$ cat src/rtl/btn_matrix_scan.sv
// btn_matrix_scan: column scanner and frame debouncer for the 5x4 button matrix.
// Ports: clk, RSTN (sync, active-low), scan_en, BTN_X (column drive, active-low),
//        BTN_Y (row sense, active-low, async), key_state (debounced map, bit col*4+row),
//        key_valid (one-cycle press pulse), key_code (lowest new press index, held).
module btn_matrix_scan #(
    parameter int SCAN_DIV = 2000,
    parameter int DEBOUNCE = 4
) (
    input  logic        clk,
    input  logic        RSTN,
    input  logic        scan_en,
    output logic [4:0]  BTN_X,
    input  logic [3:0]  BTN_Y,
    output logic [19:0] key_state,
    output logic        key_valid,
    output logic [4:0]  key_code
);

    localparam int DW = (SCAN_DIV > 1) ? $clog2(SCAN_DIV) : 1;
    localparam int CW = $clog2(DEBOUNCE);
    localparam logic [DW-1:0] DIV_LAST = DW'(SCAN_DIV - 1);
    localparam logic [CW-1:0] CNT_MAX  = CW'(DEBOUNCE - 1);

    typedef enum logic [1:0] {
        S_IDLE,
        S_SCAN,
        S_EVAL
    } state_e;

    state_e        state_q, state_d;
    logic [3:0]    sync1_q, sync2_q;
    logic [2:0]    col_q, col_d;
    logic [DW-1:0] div_q, div_d;
    logic [19:0]   raw_q, raw_d;
    logic [19:0]   prev_q, prev_d;
    logic [CW-1:0] cnt_q, cnt_d;
    logic [4:0]    btn_x_q, btn_x_d;
    logic [19:0]   key_state_q, key_state_d;
    logic          key_valid_q, key_valid_d;
    logic [4:0]    key_code_q, key_code_d;
    logic [19:0]   new_keys;
    logic [4:0]    low_idx;

    // Keys pressed in the current frame that are not yet in the committed map.
    always_comb begin
        new_keys = raw_q & ~key_state_q;
        low_idx  = '0;
        for (int k = 19; k >= 0; k--) begin
            if (new_keys[k]) begin
                low_idx = 5'(k);
            end
        end
    end

    always_comb begin
        state_d     = state_q;
        col_d       = col_q;
        div_d       = div_q;
        raw_d       = raw_q;
        prev_d      = prev_q;
        cnt_d       = cnt_q;
        key_state_d = key_state_q;
        key_valid_d = 1'b0;
        key_code_d  = key_code_q;
        btn_x_d     = 5'b11111;

        unique case (state_q)
            S_IDLE: begin
                col_d = '0;
                div_d = '0;
                cnt_d = '0;
                if (scan_en) begin
                    state_d = S_SCAN;
                end
            end
            S_SCAN: begin
                if (!scan_en) begin
                    // Abandon the partial frame; the debounce run restarts.
                    state_d = S_IDLE;
                    col_d   = '0;
                    div_d   = '0;
                    cnt_d   = '0;
                end else if (div_q == DIV_LAST) begin
                    for (int c = 0; c < 5; c++) begin
                        if (col_q == 3'(c)) begin
                            raw_d[c*4 +: 4] = ~sync2_q;
                        end
                    end
                    div_d = '0;
                    if (col_q == 3'd4) begin
                        state_d = S_EVAL;
                        col_d   = '0;
                    end else begin
                        col_d = col_q + 3'd1;
                    end
                end else begin
                    div_d = div_q + 1'b1;
                end
            end
            S_EVAL: begin
                col_d  = '0;
                div_d  = '0;
                prev_d = raw_q;
                if (raw_q == prev_q) begin
                    cnt_d = (cnt_q == CNT_MAX) ? cnt_q : cnt_q + 1'b1;
                end else begin
                    cnt_d = '0;
                end
                // A completed run of identical frames that differs from the map.
                if (cnt_d == CNT_MAX && raw_q != key_state_q) begin
                    key_state_d = raw_q;
                    if (|new_keys) begin
                        key_valid_d = 1'b1;
                        key_code_d  = low_idx;
                    end
                end
                if (scan_en) begin
                    state_d = S_SCAN;
                end else begin
                    state_d = S_IDLE;
                    cnt_d   = '0;
                end
            end
            default: begin
                state_d = S_IDLE;
            end
        endcase

        // Column drive is registered from next state so it lines up with div=0.
        if (state_d == S_SCAN) begin
            btn_x_d = ~(5'b00001 << col_d);
        end
    end

    always_ff @(posedge clk) begin
        if (!RSTN) begin
            state_q     <= S_IDLE;
            sync1_q     <= 4'b1111;
            sync2_q     <= 4'b1111;
            col_q       <= '0;
            div_q       <= '0;
            raw_q       <= '0;
            prev_q      <= '0;
            cnt_q       <= '0;
            btn_x_q     <= 5'b11111;
            key_state_q <= '0;
            key_valid_q <= 1'b0;
            key_code_q  <= '0;
        end else begin
            state_q     <= state_d;
            sync1_q     <= BTN_Y;
            sync2_q     <= sync1_q;
            col_q       <= col_d;
            div_q       <= div_d;
            raw_q       <= raw_d;
            prev_q      <= prev_d;
            cnt_q       <= cnt_d;
            btn_x_q     <= btn_x_d;
            key_state_q <= key_state_d;
            key_valid_q <= key_valid_d;
            key_code_q  <= key_code_d;
        end
    end

    assign BTN_X     = btn_x_q;
    assign key_state = key_state_q;
    assign key_valid = key_valid_q;
    assign key_code  = key_code_q;

endmodule

$ cat config.mk
export PLATFORM = sky130hd
export DESIGN_NAME = btn_matrix_scan
export DESIGN_NICKNAME = d
export VERILOG_FILES = /design/src/rtl/btn_matrix_scan.sv
export SDC_FILE = /design/constraint.sdc
export NUM_CORES = 1
export LEC_CHECK = 0
export CAP_MARGIN = 20
export CELL_PAD_IN_SITES_DETAIL_PLACEMENT = 1
export CELL_PAD_IN_SITES_GLOBAL_PLACEMENT = 2
export CORE_ASPECT_RATIO = 2
export CORE_MARGIN = 5
export CORE_UTILIZATION = 36
export DETAILED_ROUTE_END_ITERATION = 8
export GPL_ROUTABILITY_DRIVEN = 0
export PLACE_DENSITY_LB_ADDON = 0.1
export SKIP_LAST_GASP = 1
export SLEW_MARGIN = 20
export SYNTH_ARGS = -nofsm -noshare
export SYNTH_HDL_FRONTEND = slang
export SYNTH_SLANG_ARGS = --single-unit
$ cat constraint.sdc
create_clock -name clk -period 3.1 [get_ports clk]
set_clock_uncertainty 0.2 [all_clocks]
set_input_delay 0.31 -clock clk [delete_from_list [all_inputs] [get_ports clk]]
set_output_delay 0.31 -clock clk [all_outputs]
set_load 0.02 [all_outputs]
== Yosys cells after proc, flatten, opt, wreduce, memory -nomap -nowiden ==
Cells that the tools add are included.

* Memory bits (writable): 0
* Memory bits (read-only): 0
* Input port bits: 7
* Logic and storage cells: 94
* Bits in registers: 97
* Memories kept: 0
* Output and inout port bits: 31
* Latch bits: 0

* Multipliers: 0
* Mux-type cells: 40
* $add $sub $neg: 3
* Reductions and logical operators: 17
* Divide/modulo/power cells: 0
* Bitwise operators: 4
* Magnitude comparators: 0
* Equal/unequal tests: 13
* Shifts and indexed selects: 1

{| class="wikitable"
|+ Operators by type and width
! kind !! count
|-
| $mux W5 || 20
|-
| $mux W11 || 2
|-
| $pmux W11 S2 || 1
|-
| $and A20 B20 Y20 || 1
|-
| $eq A20 B20 Y1 || 1
|-
| $ne A20 B20 Y1 || 1
|-
| $not A20 Y20 || 1
|-
| $reduce_and A4 Y1 || 5
|-
| $reduce_or A20 Y1 || 1
|-
| $mux W2 || 9
|-
| $pmux W2 S3 || 2
|-
| $add A11 B1 Y11 const B || 1
|-
| $eq A11 B11 Y1 const B || 1
|-
| $mux W3 || 3
|-
| $eq A2 B2 Y1 const B || 3
|-
| $eq A3 B2 Y1 const B || 2
|-
| $pmux W3 S2 || 1
|-
| $reduce_and A2 Y1 || 3
|-
| $reduce_and A3 Y1 || 2
|-
| $not A5 Y5 || 1
|-
| $shl A1 B3 Y5 const A || 1
|-
| $eq A2 B1 Y1 const B || 2
|-
| $not A4 Y4 || 1
|-
| $add A3 B1 Y3 const B || 1
|-
| 11 further kinds || 12
|}

== Logic depth before layout (Yosys ltp) ==
Gate-level depths: netlist (run 1).

* Word-level depth: 22
* Depth in mapped cells: 9
* Depth with buffers taken out: 8

== Worst setup path before layout (run 1) ==
No wires, ideal clock.

* Path type: register to register
* From: register key_state_q[10], in the netlist key_state[10]
* To: register key_state_q[10], in the netlist key_state[10]
* Arrival: 2094 ps
* Library setup time: 116 ps
* Required time: 2784 ps
* Buffers on the path: 1
* Stages on the path, launching flop included: 10
* Slack: 690 ps
* Cell sequence: dfxtp_1 inv_1 ha_1 nand4_1 or3_1 o31a_1 nand4_4 buf_6 mux2i_1 nor2b_1

* Word-level cells in the longest chain between the ends: 3

{| class="wikitable"
|+ Ends and longest elaborated chain
! item !! RTL line !! RTL
|-
| start, declared || 38 || <nowiki>logic [19:0] key_state_q, key_state_d;</nowiki>
|-
| start signal, assigned || 159 || <nowiki>key_state_q <= key_state_d;</nowiki>
|-
| $ne A20 B20 Y1 || 110 || <nowiki>if (cnt_d == CNT_MAX && raw_q != key_state_q) begin</nowiki>
|-
| $logic_and A1 B1 Y1 || 110 ||
|-
| $reduce_and A2 Y1 (no source line) || -- ||
|}

No other way between the ends.
A chain may end at the register's enable or synchronous reset.

== Worst setup path in the final report (run 1) ==
* From: register key_state_q[18], in the netlist key_state[18]
* To: register key_state_q[9], in the netlist key_state[9]

The elaborated chain is that of the path after synthesis.

==> impl_metrics.ini, run 1 <==
[status]
status = finished, final reports clean

[pwr]
power_density_nw_per_um2 = 471
peakVddDrop_v = 0.000278
power.leakage_nw = 2.33
power_mw = 2.57

[critical_path]
cp_max_fo = 14
max_stage_delay_ps = 430
required_ps = 3140
critPathLaunchType = flop
critPathCaptureType = flop
path_cells = inv_1 > ha_1 > nand4_1 > or3_1 > o31a_1 > nand4_4 > buf_4 > mux2i_1 > nor2b_1
path_delay_family = simple AND/OR/NAND/NOR gates
crit_type = flop to flop
critPathSlowestCell = dfxtp_1
arrival_ps = 2780
cp_num_buf_inv = 2

[synth]
synth_nets = 522
syn_inst = 489
ys_types = 51
synth.most_common_cell = dfxtp_1
yosysWarningCount = 0
ys_ff_latch = 97
synth-seq-area-share_pct = 42.7
synth_common_cells = 97 x dfxtp_1, 79 x nand2_1, 27 x inv_1, 27 x nor2b_1, 26 x ha_1
synth_flop_cell = dfxtp_1
avgSynthCellArea_um2 = 9.30
netlist.top_cell.by_area = dfxtp_1
synth_edf_count = 0
ys_async_sr_fraction_pct = 0
synth.area.top_cells = dfxtp_1 43%, ha_1 7.2%, nand2_1 6.5%
yosysTopAreaCellShare_pct = 42.7
synth.cell_area_um2 = 4550

[clock_tree]
cts.clk_slew.worst_paths_ps = 70
cts_root_buf = clkbuf_16
clk_latency_ps = 350
ctsLongestPathBuffers = 2
cts_setup_buffers = 0
cts-hold-fix-buffers = 0
cts_tree = yes
cts_htree_levels = 3
cts_buffers = 9
cts.sinks = 97
cts_resized = 0

[floorplanning]
dieWidth_um = 89.5
fp.dieH_um = 169
core_um2 = 12500
num_rows = 58
start_util_pct = 36.4
ios = 38
die-area_um2 = 15100

[timing]
tns_ps = 0
fmax_mhz = 365
slew_headroom_pct = 46.4
worstMarginPinSlew_ps = 804
setup_viol = 0
layout_setup_ws_ps = 359
slew_viol_final = 0
finalHoldViolCount = 0
fin_crit_sh_pct = 88.4
rsz0062_at_grt = false
period_needed_ps = 2740
whs_ps = 105

[global_route]
antenna_found_initial = 0
grt_pass1_wl_mm = 21.2
grt_max_degree = 55
gr-total-overflow = 0
grt_pass1_vias = 3869
grt_usage_pct = 19.2

[route]
route.detailed.drc = 0
dr.pass1.iters = 4
viasPerCell = 5.20
routed_wl_mm = 13.5
antenna_left = 0
num_vias = 3572
wl_per_cell_um = 19.6
dr.first_iter.drc_count = 133

[place]
port_buffers = 37
dp.cells = 671
hpwl_mm = 10.5
placed_area_um2 = 5120
dp_worst_setup_slack_ps = 373

[cells_and_area]
final_core_util_pct = 43.8
stdcell_count = 687
nNetsFinal = 565
area_growth_pct = 20.1
drive_gt1_share_pct = 7.64
postLayoutCellArea_um2 = 5460
antenna_cells = 0

[run]
cap_violations = 0

[worst_hold_path]
hold_class = primary input to flop
[cells by family (layout without fill, tap and decap cells)]
group,Yosys count,count (layout),synth area share [%]
xor gates and xnor gates,29,29,5.58
and+or+nand+nor,193,193,22.4
adders and majority gates,26,26,7.15
buffers and inverters,49,97,4.51
DFF,97,97,42.7
AOI/OAI and AO/OA,72,72,12.6
muxes,23,23,5.06
[power breakdown]
group	switching, mW	internal (mW)
clock	0.504	0.757
sequential	0.00652	1.25
combinational	0.0294	0.0229
[final timing paths]
kind,slack (ps),endpoint,depth (start not counted),startpoint
worst min-delay path,100,sync1_q[1],2,RSTN
worst max register to register,360,key_state[9],9,key_state[18]
worst max-delay path,360,key_state[9],9,key_state[18]
worst min register to register,210,sync2_q[3],1,sync1_q[3]
[area by class of cell]
type	instances	area (um2)
clock buffer	11	253
clock inverter	5	86.3
fill	1453	7020
inverter	27	101
multi-input combinational	343	2400
sequential	97	1940
tap	150	188
timing repair buffer	54	493
[state kept, by name, indices dropped and copies added (netlist names)]
signal     cells
raw_q         20
key_valid      1
sync1_q        4
BTN_X          5
col_q          3
cnt_q          2
sync2_q        4
key_state     20
div_q         11
prev_q        20
key_code       5
state_q        2
[placed cells by master (no fill, tap or decap), drive strengths merged, types with 2 or more instances in the layout]
| cell | Yosys | final |
|---|---|---|
| dfxtp | 97 | 97 |
| nand2 | 79 | 79 |
| clkdlybuf4s50 | 0 | 36 |
| inv | 27 | 28 |
| nor2b | 27 | 27 |
| ha | 26 | 26 |
| mux2i | 23 | 23 |
| o211a | 22 | 22 |
| xnor2 | 22 | 22 |
| a21boi | 21 | 21 |
| buf | 7 | 18 |
| nor2 | 16 | 16 |
| nand4 | 13 | 13 |
| nand2b | 12 | 12 |
| clkbuf | 15 | 11 |
| nand3 | 8 | 8 |
| a21oi | 8 | 8 |
| and2 | 7 | 7 |
| xor2 | 7 | 7 |
| nor3 | 6 | 6 |
| nand3b | 5 | 5 |
| and3 | 5 | 5 |
| nor4 | 5 | 5 |
| o21ai | 4 | 4 |
| o22ai | 3 | 3 |
| or3 | 2 | 2 |
| o21bai | 2 | 2 |
| o31a | 2 | 2 |
| o211ai | 2 | 2 |
| o41ai | 2 | 2 |
| bufinv | 0 | 2 |
| clkinv | 0 | 2 |
| nor3b | 2 | 2 |
[worst reg2reg max path: stages, from the launching register on]
cell	delay [ps]
dfxtp_1	430
inv_1	70
ha_1	290
nand4_1	80
or3_1	370
o31a_1	340
nand4_4	260
buf_4	290
mux2i_1	230
nor2b_1	60
[routing by layer]
layer	track usage (%)	part of all wire, %
met1	18.3	35
met2	37.7	60
met3	3.26	2.3
met4	8.10	3.4
met5	0	0
Note: power is estimated with default switching activity, not from simulation.
==> inputs of run 2 (changes only) <==
Settings changed: SLEW_MARGIN 20 to 30.
==> results of run 2 <==
No change in the layout: final DEF, timing and power equal those of run 1.
